===== src/rtl/ym_ch_accum_mix.sv =====
// Channel accumulator and output mixer: sums carrier operator outputs per channel in
// op-major slot order, saturating or wrapping, and emits each finished channel with pan/mute/DAC.
module ym_ch_accum_mix #(
    parameter int CHANNELS  = 6,
    parameter int OPS       = 4,
    parameter int IN_WIDTH  = 9,
    parameter int ACC_WIDTH = 9,
    parameter int SAT       = 1,
    parameter int DAC_CH    = 5
) (
    input  logic                        MCLK,
    input  logic                        reset,
    input  logic                        slot_en,
    input  logic                        sync,
    input  logic [IN_WIDTH-1:0]         op_value,
    input  logic                        op_out,
    input  logic                        dac_en,
    input  logic [ACC_WIDTH-1:0]        dac,
    input  logic [1:0]                  pan,
    input  logic [CHANNELS-1:0]         mute,
    input  logic                        clip_clr,
    output logic [ACC_WIDTH-1:0]        ch_out,
    output logic [$clog2(CHANNELS)-1:0] ch_idx,
    output logic [1:0]                  ch_pan,
    output logic                        ch_valid,
    output logic                        clip
);

    localparam int CW = $clog2(CHANNELS);
    localparam int OW = (OPS > 1) ? $clog2(OPS) : 1;
    localparam logic [CW-1:0] CH_LAST = CW'(CHANNELS - 1);
    localparam logic [OW-1:0] OP_LAST = OW'(OPS - 1);
    localparam logic [CW-1:0] DAC_IDX = CW'(DAC_CH);
    localparam logic [ACC_WIDTH-1:0] ACC_MAX = {1'b0, {(ACC_WIDTH-1){1'b1}}};
    localparam logic [ACC_WIDTH-1:0] ACC_MIN = {1'b1, {(ACC_WIDTH-1){1'b0}}};

    logic [CW-1:0]        ch_cnt_r;
    logic [OW-1:0]        op_cnt_r;
    logic [ACC_WIDTH-1:0] acc_r [CHANNELS];

    logic [CW-1:0]        cur_ch_s;
    logic [OW-1:0]        cur_op_s;
    logic [CW-1:0]        nxt_ch_s;
    logic [OW-1:0]        nxt_op_s;
    logic [ACC_WIDTH-1:0] v_s;
    logic [ACC_WIDTH-1:0] acc_cur_s;
    logic [ACC_WIDTH:0]   sum_s;
    logic                 ovf_s;
    logic [ACC_WIDTH-1:0] res_s;
    logic                 emit_s;
    logic [ACC_WIDTH-1:0] emit_val_s;
    logic [1:0]           emit_pan_s;

    logic [ACC_WIDTH-1:0] ch_out_r;
    logic [CW-1:0]        ch_idx_r;
    logic [1:0]           ch_pan_r;
    logic                 ch_valid_r;
    logic                 clip_r;

    // Current slot decode (sync forces slot 0) and the following counter position.
    always_comb begin
        cur_ch_s = ch_cnt_r;
        cur_op_s = op_cnt_r;
        nxt_ch_s = ch_cnt_r;
        nxt_op_s = op_cnt_r;
        if (sync) begin
            cur_ch_s = {CW{1'b0}};
            cur_op_s = {OW{1'b0}};
        end else begin
            cur_ch_s = ch_cnt_r;
            cur_op_s = op_cnt_r;
        end
        if (cur_ch_s == CH_LAST) begin
            nxt_ch_s = {CW{1'b0}};
            if (cur_op_s == OP_LAST) begin
                nxt_op_s = {OW{1'b0}};
            end else begin
                nxt_op_s = cur_op_s + 1'b1;
            end
        end else begin
            nxt_ch_s = cur_ch_s + 1'b1;
            nxt_op_s = cur_op_s;
        end
    end

    // Contribution, widened sum, overflow detection and clamp/wrap of the slot result.
    always_comb begin
        ovf_s     = 1'b0;
        res_s     = {ACC_WIDTH{1'b0}};
        acc_cur_s = acc_r[cur_ch_s];
        if (op_out) begin
            v_s = ACC_WIDTH'($signed(op_value));
        end else begin
            v_s = {ACC_WIDTH{1'b0}};
        end
        sum_s = {acc_cur_s[ACC_WIDTH-1], acc_cur_s} + {v_s[ACC_WIDTH-1], v_s};
        if (cur_op_s == {OW{1'b0}}) begin
            res_s = v_s;
        end else if (sum_s[ACC_WIDTH] != sum_s[ACC_WIDTH-1]) begin
            ovf_s = 1'b1;
            if (SAT != 0) begin
                res_s = sum_s[ACC_WIDTH] ? ACC_MIN : ACC_MAX;
            end else begin
                res_s = sum_s[ACC_WIDTH-1:0];
            end
        end else begin
            res_s = sum_s[ACC_WIDTH-1:0];
        end
    end

    // Emitted sample selection: mute beats DAC override beats the accumulated result.
    always_comb begin
        emit_s = (cur_op_s == OP_LAST);
        if (mute[cur_ch_s]) begin
            emit_val_s = {ACC_WIDTH{1'b0}};
            emit_pan_s = 2'b00;
        end else if (dac_en && (cur_ch_s == DAC_IDX)) begin
            emit_val_s = {~dac[ACC_WIDTH-1], dac[ACC_WIDTH-2:0]};
            emit_pan_s = pan;
        end else begin
            emit_val_s = res_s;
            emit_pan_s = pan;
        end
    end

    // Slot counters, per-channel accumulators, registered outputs and sticky clip.
    always_ff @(posedge MCLK) begin
        if (reset) begin
            ch_cnt_r   <= {CW{1'b0}};
            op_cnt_r   <= {OW{1'b0}};
            for (int i = 0; i < CHANNELS; i++) begin
                acc_r[i] <= {ACC_WIDTH{1'b0}};
            end
            ch_out_r   <= {ACC_WIDTH{1'b0}};
            ch_idx_r   <= {CW{1'b0}};
            ch_pan_r   <= 2'b00;
            ch_valid_r <= 1'b0;
            clip_r     <= 1'b0;
        end else begin
            ch_valid_r <= 1'b0;
            if (slot_en) begin
                ch_cnt_r        <= nxt_ch_s;
                op_cnt_r        <= nxt_op_s;
                acc_r[cur_ch_s] <= res_s;
                if (emit_s) begin
                    ch_out_r   <= emit_val_s;
                    ch_idx_r   <= cur_ch_s;
                    ch_pan_r   <= emit_pan_s;
                    ch_valid_r <= 1'b1;
                end
            end
            // A new overflow outranks a simultaneous clear.
            if (slot_en && ovf_s) begin
                clip_r <= 1'b1;
            end else if (clip_clr) begin
                clip_r <= 1'b0;
            end
        end
    end

    assign ch_out   = ch_out_r;
    assign ch_idx   = ch_idx_r;
    assign ch_pan   = ch_pan_r;
    assign ch_valid = ch_valid_r;
    assign clip     = clip_r;

endmodule


===== config.mk =====
export PLATFORM = sky130hd
export DESIGN_NAME = ym_ch_accum_mix
export DESIGN_NICKNAME = d
export VERILOG_FILES = /design/src/rtl/ym_ch_accum_mix.sv
export SDC_FILE = /design/constraint.sdc
export NUM_CORES = 1
export LEC_CHECK = 0
export CAP_MARGIN = 5
export CORE_MARGIN = 2
export CORE_UTILIZATION = 56
export DETAILED_ROUTE_END_ITERATION = 7
export PLACE_DENSITY = 0.76
export SLEW_MARGIN = 20
export SYNTH_ARGS = -nofsm -noshare
export SYNTH_HDL_FRONTEND = slang
export SYNTH_SLANG_ARGS = --single-unit

===== constraint.sdc =====
create_clock -name MCLK -period 11.1 [get_ports MCLK]
set_input_delay 1.11 -clock MCLK [delete_from_list [all_inputs] [get_ports MCLK]]
set_output_delay 1.11 -clock MCLK [all_outputs]
set_load 0.1 [all_outputs]

==> metrics.cfg, run 1 <==
[status]
status=completed

[critical_path]
crit_required_ps=11170
cp_max_fo=14
worstSetupEndpointType=flip-flop
startpoint_type=input port
arrival_ps=6020
critPathKind=input port to flip-flop

[layout]
mostFrequentLayoutCell=nor2_1
drive_above_1_share_pct=8.33
antenna_cells=0
layout_common_cells=nor2_1, edfxtp_1, clkdlybuf4s50_1, nand2_1, a21oi_1
register_area_sq_mm=0.00258
fillCellCount=641
layout.cell_area.non_filler_sq_mm=0.00562
area_delta_synth_final_pct=15.6
final_cell_count_no_fill=609
nNetsFinal=544
multi_input_area_sq_mm=0.00212

[grt]
grt_pass1_wl_mm=19.8
antenna_found_initial=0
grt_use_total_pct=27.3
grt-ovfl-total=0
grt_max_degree=27
grt_pass1_vias=3746

[clocking]
cts_buffers=9
post_cts_buffers=0
cts-resized-gates=0
htreeDepth=3
clockBufferDepth=2
clock-root-buffer=clkbuf_8
clock_sinks=93
insertion_delay_ps=360
cts_tree=yes
holdBufCountCts=0
clk_pin_slew_worst_paths_ps=100

[sta]
finalMaxSlewViolations=0
finClkSkew_ps=13.0
setup_viol=0
maxSlewHeadroom_pct=30.3
hold_viol=0
setup_tns_ps=0
max_freq_ghz=0.168
rsz0062_at_grt=no
min_period_ps=5950
tightest_slew_ps=1040
layout_worst_path_cycle_share_pct=53.6

[placement]
place_area_sq_mm=0.00539
gp_congestion=0.973
hpwl_mm=9.01
numPortBuffers=48
dp.cells=593

[pwr]
ir_worst_vdd_v=0.000119
cellLeakagePower_nw=1.97
p_per_area_mw_per_mm2=134

[synthesis]
syn_area_sq_mm=0.00486
synth_cell_type_count=51
postSynthCellCount=463
avgSynthCellArea_sq_um=10.5
ys_seq_area_share_pct=53.2
synth_edf_count=72
yosysWarnings=0
synthesis.nets=508
yosys_register_bits=93
yosys_most_used_dff=edfxtp_1
async_flop_share_pct=0

[job]
cap_violations=0

[die]
fp.dieW_microns=97.1
design.portCount=49
initial_core_util_pct=58.5
core_sq_mm=0.00830
std_cell_rows=33
fp.dieH_microns=97.1
design.die.area_sq_mm=0.00943

[detailed_routing]
wire_per_inst_microns=20.7
first_pass_iters=5
routed_via_density=6.29
ant_nets=0
drcViolationCount=0
routed_wirelength_mm=12.6
vias=3832
drt-initial-drc-count=456

[hold_path]
hold_class=flip-flop to flip-flop

## worst paths after layout
check                   start           to  slack [ps]  depth (start not counted)
hold reg to reg     ch_idx[2]    ch_idx[2]         460                          2
hold / removal      ch_idx[2]    ch_idx[2]         460                          2
setup / recovery         sync  acc_r[6][5]        5150                         15
setup reg to reg  ch_cnt_r[0]  acc_r[5][3]        5760                         14
## cell families after synthesis
family / Yosys count / synth area share, %
AO/OA/AOI/OAI: 115 / 16.3
XOR/XNOR: 6 / 1.08
adder cells (fa/ha/maj): 15 / 3.92
buffers and inverters: 41 / 3.30
flip-flops: 93 / 53.2
multiplexers: 24 / 6.65
AND/OR/NAND/NOR: 169 / 15.6
## cell usage after synthesis, types with 4 or more instances
library cell | instances | area [sq um]
clkbuf_1 | 20 | 75.1
nor2b_1 | 5 | 31.3
a22oi_1 | 11 | 82.6
xor2_1 | 4 | 35.0
nor3_1 | 10 | 50.1
nand2b_1 | 17 | 106
nand2_1 | 27 | 101
mux2i_1 | 12 | 120
mux4_2 | 6 | 135
inv_1 | 16 | 60.1
a21boi_0 | 5 | 37.5
nor2_1 | 89 | 334
dfxtp_1 | 21 | 420
edfxtp_1 | 72 | 2160
ha_1 | 11 | 138
o21ai_1 | 5 | 25.0
o22ai_1 | 20 | 125
a21oi_1 | 26 | 130
mux2_2 | 6 | 67.6
o211ai_1 | 5 | 37.5
o21ai_0 | 10 | 50.1
a211oi_1 | 8 | 60.1
and2_1 | 6 | 37.5
buf_2 | 5 | 25.0
a31oi_1 | 4 | 25.0
## layer usage
| layer | track usage, % | vias up | part of all wire, % |
|---|---|---|---|
| met5 | 0 | - | 0 |
| met4 | 8.67 | 0 | 1.9 |
| met3 | 5.68 | 26 | 9.4 |
| met2 | 43.8 | 240 | 48 |
| met1 | 37.5 | 1784 | 41 |
| li1 | - | 1782 | - |
## metrics by stage
stage / hold slack, ps / total power, mW / utilization, % / setup WS, ps
after floorplan: 465 / 0.474 / - / 6690
after global placement: 445 / 0.509 / 64.9 / 5090
after detailed placement: 446 / 0.510 / 64.9 / 4890
after CTS: 460 / 0.754 / 67.7 / 5270
after global routing: 490 / 0.781 / 67.7 / 4810
final: 457 / 0.755 / 67.7 / 5150
## state kept, by name, indices dropped and copies added (netlist names)
name / cells
acc_r: 72
ch_cnt_r: 3
ch_idx: 3
ch_out: 9
ch_pan: 2
ch_valid: 1
clip: 1
op_cnt_r: 2
## power breakdown
part | switching [mW] | internal [mW] | leakage [nW]
logic | 0.0687 | 0.0460 | 0.986
registers | 0.00638 | 0.383 | 0.872
clock network | 0.138 | 0.113 | 0.114
total | 0.213 | 0.542 | 1.97
## final cells by class
type	instances	area share [%]
sequential	93	46.0
multi-input combinational	329	37.8
timing repair buffer	50	8.82
tap	105	2.34
clock buffer	9	2.21
clock inverter	7	1.83
inverter	16	1.07
## worst max-delay path: stages
cell             delay, ps
clkdlybuf4s50_1        780
inv_1                  350
nand2_1                350
nor2_1                 170
a211oi_1               320
ha_1                   240
inv_1                   60
fa_1                   390
nand2b_1               170
a21oi_1                170
a41oi_1                460
xor2_1                 560
a21oi_1                170
a22oi_1                540
nor2_1                 160
No activity file was read; power rests on OpenSTA's default activity.
==> run 2, diff against run 1 <==
- CORE_UTILIZATION: 56 -> 52
- PLACE_DENSITY: 0.76 -> 0.74
- clock period: 11.1 -> 5 ns (I/O delays scaled with it)
==> metrics.cfg, run 2 (synthesized netlist as in run 1, its figures left out) <==
[status]
status=completed

[job]
cap_violations=0  ; unchanged

[sta]
hold_slack_ps=482  ; +25.5 ps
rsz0062_at_grt=no
setup_tns_ps=0  ; unchanged
max_freq_ghz=0.223
worst_slack_ps=514  ; -4630 ps
tightest_slew_ps=986  ; -57.6 ps
finClkSkew_ps=17.7  ; +4.70 ps
min_period_ps=4490
setup_viol=0  ; unchanged
hold_viol=0  ; unchanged
layout_worst_path_cycle_share_pct=89.7
finalMaxSlewViolations=0  ; unchanged
maxSlewHeadroom_pct=34.0  ; +3.7 points

[die]
fp.dieW_microns=101  ; +3.6%
core_sq_mm=0.00915  ; +10%
design.portCount=49  ; unchanged
std_cell_rows=35  ; +6.1%
fp.dieH_microns=101  ; +3.6%
initial_core_util_pct=53.1  ; -5.5 points
design.die.area_sq_mm=0.0101  ; +7.4%

[layout]
nNetsFinal=559  ; +2.8%
largest_reg_flops=72  ; unchanged
drive_above_1_share_pct=10.8  ; +2.5 points
antenna_cells=0  ; unchanged
fillCellCount=768  ; +20%
layout.cell_area.non_filler_sq_mm=0.00568  ; +1.2%
area_delta_synth_final_pct=17.0
final_util_pct=62.1  ; -5.6 points
mostFrequentLayoutCell=nor2_1
final_cell_count_no_fill=630  ; +3.4%
layout_common_cells=nor2_1, edfxtp_1, clkdlybuf4s50_1, nand2_1, a21oi_1
top_register=acc_r

[critical_path]
cp_max_fo=10  ; -4
path_buf_inv=3  ; unchanged
ff2ff_setup_slack_ps=620  ; -5140 ps
worstReg2RegStart=ch_cnt_r[2]
r2r_cells=14  ; unchanged
arrival_ps=4570  ; -1450 ps
max_stage_delay_ps=570  ; -210 ps
critical_path.cell_chain=clkdlybuf4s50_1 > nand2b_1 > o22ai_1 > nor2_1 > a211oi_1 > a211oi_1 > ha_1 > inv_1 > fa_1 > nand2b_1 > a21oi_1 > a41oi_1 > buf_4 > nand2_1 > a21boi_0 > o31ai_2 > nor2_1
cpMaxStageDelayCell=o31ai_2
startpoint_type=input port
crit_family=compound AO/OA/AOI/OAI gates
reg2reg_to=acc_r[5][2]
critPathKind=input port to flip-flop
worstSetupEndpointType=flip-flop
crit_required_ps=5080  ; -6090 ps

[clocking]
holdBufCountCts=0  ; unchanged
post_cts_buffers=0  ; unchanged
cts-resized-gates=0  ; unchanged
cts_tree=yes
htreeDepth=3  ; unchanged
clock_sinks=93  ; unchanged
clockBufferDepth=2  ; unchanged
clock-root-buffer=clkbuf_8
cts_buffers=9  ; unchanged
insertion_delay_ps=370  ; about the same
clk_pin_slew_worst_paths_ps=100  ; about the same

[pwr]
cellLeakagePower_nw=2.01  ; +2.1%
p_total_mw=1.60  ; +110%
p_per_area_mw_per_mm2=282  ; +110%
ir_worst_vdd_v=0.000169  ; +41%

[placement]
preCtsSetupSlack_ps=192  ; -4700 ps
gp_congestion=0.904  ; -7.1%
hpwl_mm=9.06  ; +0.50%
place_area_sq_mm=0.00551  ; +2.2%
numPortBuffers=48  ; unchanged
dp.cells=614  ; +3.5%

[detailed_routing]
drt-initial-drc-count=429  ; -5.9%
drcViolationCount=0  ; unchanged
wire_per_inst_microns=20.3  ; -1.8%
routed_wirelength_mm=12.8  ; +1.6%
first_pass_iters=5  ; unchanged
ant_nets=0  ; unchanged
routed_via_density=6.22  ; -1.2%
vias=3918  ; +2.2%

[hold_path]
min_path_cells=2  ; unchanged
hp-start=ch_idx[2]
hold_class=flip-flop to flip-flop
min_to=ch_idx[2]

[grt]
grt_pass1_vias=3755  ; +0.24%
grt_max_degree=27  ; unchanged
antenna_found_initial=0  ; unchanged
grt-ovfl-total=0  ; unchanged
grt_pass1_wl_mm=20.0  ; +1.0%
grt_use_total_pct=26.6  ; -0.72 points

[run 2: worst max path at each step]
stage,from,slack [ps],endpoint,cells after the start
after floorplan,ch_cnt_r[0],880,acc_r[5][1],19
after global placement,sync,370,acc_r[7][5],18
after detailed placement,sync,190,acc_r[6][2],17
after CTS,sync,580,acc_r[5][2],17
after global routing,sync,210,acc_r[5][2],17
final,sync,510,acc_r[5][2],17
[run 2: tightest hold or removal path: stages, from the launching register on]
cell and delay [ps]:
dfxtp_1 330, nand2_1 60, a21oi_1 60
[run 2: layer usage]
layer | share of wire (%) | vias up | routed length [microns] | track usage (%)
met1 | 43 | 1861 | 5460 | 36.9
met4 | 2.7 | 0 | 349 | 12.0
li1 | - | 1807 | - | -
met5 | 0 | - | 0 | 0
met3 | 8.5 | 34 | 1090 | 5.20
met2 | 46 | 216 | 5900 | 40.6
[run 2: power breakdown]
group          internal [mW]  switching, mW  total (mW)
registers              0.851        0.00942       0.861
clock network          0.185          0.287       0.472
logic                  0.111          0.160       0.271
[run 2: final cells by class]
cell class	count	area, sq um	share of cell area [%]
Clock buffer	10	128	2.25
Multi-Input combinational cell	329	2120	37.3
Inverter	16	60.1	1.06
Clock inverter	6	46.3	0.814
Tap cell	111	139	2.44
Timing Repair Buffer	65	608	10.7
Sequential cell	93	2580	45.4
